File: src/rtl/pc_fetch_pkg.sv
// pc_fetch_pkg: datapath width, default reset PC and fetch FSM state encodings.
package pc_fetch_pkg;
  localparam int CPU_WIDTH = 32;
  localparam logic [CPU_WIDTH-1:0] DEFAULT_RESET_PC = '0;
  typedef enum logic [1:0] {
    FETCH_REQ   = 2'b00,
    FETCH_WAIT  = 2'b01,
    FETCH_VALID = 2'b10,
    FETCH_FAULT = 2'b11
  } fetch_state_e;
endpackage

File: src/rtl/pc_fetch.sv
// pc_fetch: PC register, imem req/gnt/rvalid handshake and single-entry decode holding register.
// Define PC_FETCH_ALIGN_CHK_EN to trap misaligned next_pc into a sticky FAULT state.
module pc_fetch
  import pc_fetch_pkg::*;
#(
  parameter logic [CPU_WIDTH-1:0] RESET_PC = DEFAULT_RESET_PC
) (
  input  logic                 clk,
  input  logic                 rst,
  input  logic                 halt,
  output logic [CPU_WIDTH-1:0] curr_pc,
  output logic                 pc_ena,
  input  logic [CPU_WIDTH-1:0] next_pc,
  output logic                 imem_req,
  output logic [CPU_WIDTH-1:0] imem_addr,
  input  logic                 imem_gnt,
  input  logic                 imem_rvalid,
  input  logic [CPU_WIDTH-1:0] imem_rdata,
  output logic                 inst_valid,
  output logic [CPU_WIDTH-1:0] inst,
  output logic [CPU_WIDTH-1:0] inst_pc,
  input  logic                 inst_ready,
  output logic [31:0]          inst_cnt,
  output logic                 fetch_fault
);
  fetch_state_e state;
  logic [CPU_WIDTH-1:0] pc;
  fetch_state_e accept_state;
  always_comb begin
    imem_req   = (state == FETCH_REQ) & ~halt & ~rst;
    inst_valid = state == FETCH_VALID;
    pc_ena     = inst_valid & inst_ready;
    curr_pc    = pc;
    inst_pc    = pc;
`ifdef PC_FETCH_ALIGN_CHK_EN
    imem_addr    = pc;
    fetch_fault  = state == FETCH_FAULT;
    accept_state = (next_pc[1:0] != 2'b00) ? FETCH_FAULT : FETCH_REQ;
`else
    imem_addr    = {pc[CPU_WIDTH-1:2], 2'b00};
    fetch_fault  = 1'b0;
    accept_state = FETCH_REQ;
`endif
  end
  always_ff @(posedge clk or posedge rst)
    if (rst) begin
      state    <= FETCH_REQ;
      pc       <= RESET_PC;
      inst     <= '0;
      inst_cnt <= '0;
    end else begin
      case (state)
        FETCH_REQ: if (imem_req & imem_gnt) state <= FETCH_WAIT;
        FETCH_WAIT:
          if (imem_rvalid) begin
            inst  <= imem_rdata;
            state <= FETCH_VALID;
          end
        FETCH_VALID:
          if (inst_ready) begin
            pc       <= next_pc;
            inst_cnt <= inst_cnt + 32'd1;
            state    <= accept_state;
          end
        default: state <= state;
      endcase
    end
endmodule
File: config.mk
export PLATFORM = sky130hd
export DESIGN_NAME = pc_fetch
export DESIGN_NICKNAME = d
export VERILOG_FILES = /design/src/rtl/pc_fetch_pkg.sv /design/src/rtl/pc_fetch.sv
export SDC_FILE = /design/constraint.sdc
export NUM_CORES = 1
export LEC_CHECK = 0
export CAP_MARGIN = 20
export CORE_MARGIN = 2
export CORE_UTILIZATION = 36
export CTS_CLUSTER_SIZE = 12
export DETAILED_ROUTE_END_ITERATION = 8
export PLACE_DENSITY = 0.83
export SETUP_SLACK_MARGIN = 0.1
export SLEW_MARGIN = 25
export SYNTH_ARGS = -nofsm -noshare
export SYNTH_HDL_FRONTEND = slang
export SYNTH_SLANG_ARGS = --single-unit
export TNS_END_PERCENT = 1
File: constraint.sdc
create_clock -name clk -period 2.7 [get_ports clk]
set_input_delay 0.27 -clock clk [delete_from_list [all_inputs] [get_ports clk]]
set_output_delay 0.27 -clock clk [all_outputs]
set_load 0.03 [all_outputs]
# [Yosys cells after proc, flatten, opt, wreduce, memory -nomap -nowiden]
# Index checks and enable logic that the tools add are counted.
[word_totals] register_bits=98 input_bits=70 out_inout_bits=164 elab_cells=25
[op_classes] n_addsub=1 eq_ne=5 n_mux=4 bitwise=6 n_reduce_logical=5
[op_table] operator="32-bit by 1-bit adder with 32-bit output, second input constant" n=1
[op_table] operator="2-bit 2-to-1 mux" n=3
[op_table] operator="2-bit one-hot mux with 3 select lines" n=1
[op_table] operator="1-bit bitwise AND" n=4
[op_table] operator="2-bit by 1-bit != test with 1-bit output, second input constant" n=2
[op_table] operator="2-bit AND reduction" n=2
[op_table] operator="4-bit AND reduction" n=1
[op_table] operator="3-bit nonzero test" n=1
[op_table] operator="2-bit by 1-bit equality test with 1-bit output, second input constant" n=1
[op_table] operator="2-bit equality test, second input constant" n=1
[op_table] operator="2-bit zero test" n=1
[op_table] operator="2-bit != test, second input constant" n=1
[op_table] operator="1-bit NOT" n=2

# [Depth between registers and ports, before layout]
[depth] depth_word=6 mapped_depth=7 ltp_nobuf=7

# [Least setup slack after synthesis]
# Ideal clock, no wire load.
[synth_timing] path_kind="register -> register" startpoint="reg state[0]" endpoint="reg state[1]" setup_time_ns=0.125 t_arrival_ns=2.129 required_time_ns=2.575 slack_ns=0.446 path_stages_with_launch=7 n_path_buf=0 synth_period_minus_slack_ns=2.254 cell_sequence="dfrtp_1 inv_1 ha_1 nor3b_1 a21bo_2 o311ai_0 mux2_2"
[synth_via] elab_chain_len=6 elab_cells_between_ends=12 classes_between="eq/ne (5); mux (1); bitwise (3); reduce/logical (3)"
[synth_lines] element="from (decl)" line="pc_fetch.sv:26" source="fetch_state_e state;"
[synth_lines] element="from (signal assigned)" line="pc_fetch.sv:63" source="state <= accept_state;"
[synth_lines] element="from (signal assigned)" line="pc_fetch.sv:65" source="default: state <= state;"
[synth_lines] element="2-bit zero test" line="pc_fetch.sv:30" source="imem_req = (state == FETCH_REQ) & ~halt & ~rst;"
[synth_lines] element="1-bit bitwise AND (2 in a row)" line="pc_fetch.sv:30"
[synth_lines] element="via imem_req" line="pc_fetch.sv:14" source="output logic imem_req,"
[synth_lines] element="1-bit bitwise AND" line="pc_fetch.sv:53" source="FETCH_REQ: if (imem_req & imem_gnt) state <= FETCH_WAIT;"
[synth_lines] element="2-bit by 1-bit != test with 1-bit output (no source line)"
[synth_lines] element="4-bit AND reduction (no source line)"
# The timed path passes the listed nets, and every way through them passes these cells.
# A chain may end at the register's enable or synchronous reset.

# [Worst setup path in the final report]
[layout_timing] startpoint="reg state[0]" endpoint="out imem_req"
[layout_via] elab_chain_len=3
[layout_lines] element="2-bit zero test" line="pc_fetch.sv:30"
[layout_lines] element="1-bit bitwise AND (2 in a row)" line="pc_fetch.sv:30"
[layout_lines] element="to (decl)" line="pc_fetch.sv:14"
# Every way passes these cells.

==> impl_metrics.csv <==
group,metric,value,unit
finish,utilization,56.2,%
detailed_routing,drt_iter0_markers,82,
finish,final_net_count,593,
worst_hold_path,worst_hold_path_type,"reg -> reg",
global_route,grt_pass1_wl,16.5,mm
floorplanning,rows,40,
detailed_routing,wl,10.8,mm
clocking,path_clk_slew,0.06,ns
clocking,clockBufferDepth,2,
detailed_routing,dr_wl_met2,5.83,mm
detailed_routing,drc_errors,0,
detailed_routing,dr.pass1.iters,4,
floorplanning,die_h,115,µm
finish,post_route_cells_drive_above_1_share,18.0,%
sta,holdWs,0.495,ns
global_route,globalRouteOverflowTotal,0,
synthesis,synth_cell_types,32,
placed_design,portBuffers,230,
pwr,p_leak,0.00287,µW
clocking,cts_hold_buf,0,
worst_setup_path,cp-end-kind,"primary output",
floorplanning,die_w,115,µm
synthesis,ys_ff_latch,98,
finish,fin_area,6770,µm²
global_route,grt_usage,16.2,%
run_status,status,"finished, final reports clean",
sta,period_minus_slack,2.32,ns
worst_setup_path,required,2.43,ns
clocking,clkSinkCount,98,
sta,final.setup.tns,0,ns
clocking,root_buffer,"clkbuf_16",
detailed_routing,ant_nets,0,
finish,synthToLayoutAreaGrowth,52.0,%
finish,fill_cells,1016,
worst_hold_path,min_to,"inst_cnt[30]",
detailed_routing,wl_per_cell,15.6,µm
worst_setup_path,timing.rr.end,"inst_cnt[23]",
clocking,cts_setup_buffers,0,
floorplanning,ios,234,
clocking,cts_tree,"done",
clocking,cts-resized-gates,0,
detailed_routing,viasPerCell,4.53,
placed_design,finalWeightedCongestion,0.795,
sta,fin_ws,0.381,ns
finish,diodes,0,
sta,min_period_over_period,85.9,%
clocking,cts-buffers-inserted,9,
synthesis,synth_flop_cell,"dfrtp_1",
worst_setup_path,critPathArrivalTime,2.05,ns
worst_setup_path,critPathMaxFanout,3,
worst_hold_path,min_path_cells,1,
worst_setup_path,critPathLaunchType,"flop",
floorplanning,core_area,12100,µm²
placed_design,place_area,6490,µm²
placed_design,post-dp-hpwl,8.39,mm
synthesis,yosysSeqAreaShare,55.0,%
detailed_routing,top_layer,"met4",
finish,mostFrequentLayoutCell,"clkdlybuf4s50_1",
synthesis,synthArstFlopShare,100,%
sta,worst_slew_pin_slew,0.636,ns
floorplanning,start_util,36.9,%
pwr,cellPowerDensity,1300,nW/µm²
floorplanning,die-area,13300,µm²
worst_setup_path,crit_type,"reg -> out",
synthesis,synth_area,4460,µm²
finish,final_cell_mix,"229 x clkdlybuf4s50_1, 98 x dfrtp_1, 66 x mux2_2",
global_route,antenna_found_initial,0,
sta,finClkSkew,0.00648,ns
run,cap_violations,0,
worst_setup_path,reg2regPathDepth,7,
sta,hold_violations,0,
sta,final_max_slew_viol_count,0,
synthesis,syn_area_per_cell,13.0,µm²
placed_design,place_ws,0.611,ns
worst_setup_path,reg2reg_slack,0.61,ns
pwr,peakVddDrop,0.532,mV
worst_setup_path,rr_startpoint,"state[0]",
clocking,clkLatencyLatePin,0.33,ns
sta,max_freq,431,MHz
synthesis,syn_inst,344,
detailed_routing,vias,3127,
worst_hold_path,hp-start,"inst_cnt[30]",
sta,setup_viol,0,
clocking,cts_htree_levels,3,
detailed_routing,wl_met1,4.03,mm
detailed_routing,route.met3.wl,694,µm
synthesis,synth-warning-count,0,
sta,maxSlewHeadroom,57.6,%
global_route,grt_max_degree,51,
synthesis,synth_edf_count,0,
sta,rsz0062_at_grt,"false",
global_route,grt_pass1_vias,3203,
==> synthesized netlist by cell type (4+ instances only) <==
master   number  area (µm²)
dfrtp_1      98        2450
mux2_2       66         743
buf_4        65         488
xnor2_1      22         193
nand2_1      15        56.3
nand3_1      10        50.1
nor2_1       10        37.5
xor2_1        9        78.8
inv_1         8        30.0
nand4_1       7        43.8
and3_1        4        25.0
ha_1          4        50.1
==> registers in the layout, summed over array words and instances, names as in the netlist <==
register and cells:
curr_pc 32, inst 32, inst_cnt 32, state 2
==> critical path: stages, from the launching register on <==
cell and delay, ns:
dfrtp_1 0.39, inv_1 0.09, ha_1 0.21, nor3b_1 0.27
clkdlybuf4s50_1 0.75
==> cell type report <==
class | instances | area [µm²] | share of cell area (%)
sequential | 98 | 2450 | 36.2
multi-input combinational | 168 | 1470 | 21.6
timing repair buffer | 234 | 2330 | 34.4
clock inverter | 1 | 8.76 | 0.129
inverter | 8 | 33.8 | 0.499
tap | 168 | 210 | 3.10
clock buffer | 14 | 274 | 4.05
==> worst max-delay path by stage <==
| stage | startpoint | end | slack, ns | cells past startpoint |
|---|---|---|---|---|
| 6_report | state[0] | imem_req | 0.38 | 4 |
| 5_1_grt | state[0] | imem_req | 0.19 | 4 |
| 4_1_cts | state[0] | imem_req | 0.30 | 4 |
| 3_5_place_dp | rst | imem_req | 0.61 | 3 |
| 3_3_place_gp | rst | imem_req | 0.61 | 3 |
| 2_1_floorplan | state[0] | state[1] | 0.45 | 6 |
==> per-layer routing <==
metal | GRT usage [%] | vias up
met1 | 18.4 | 1533
met2 | 29.4 | 134
li1 | - | 1444
met5 | 0 | -
met4 | 7.23 | 0
met3 | 3.53 | 16
==> stage by stage <==
step,std cells,power (µW)
4_1_cts,691,8920
5_1_grt,691,9240
3_5_place_dp,676,7670
2_1_floorplan,346,5930
6_report,691,8800
3_3_place_gp,676,7550
==> where the power goes <==
group	internal, µW	leakage (µW)	total, µW	switching [µW]
registers	2010	0.00122	2450	443
clock network	698	0.000139	1220	520
logic	2280	0.00151	5130	2850
total	4990	0.00287	8800	3810
==> cells by family after synthesis <==
family	synth area share [%]
buf+inv	12.2
fa+ha+maj	1.12
compound gates	0.702
simple gates	8.03
flops	55.0
other cells	0.0842
mux	16.7
xor+xnor	6.09
No activity file was read; power rests on OpenSTA's default activity.
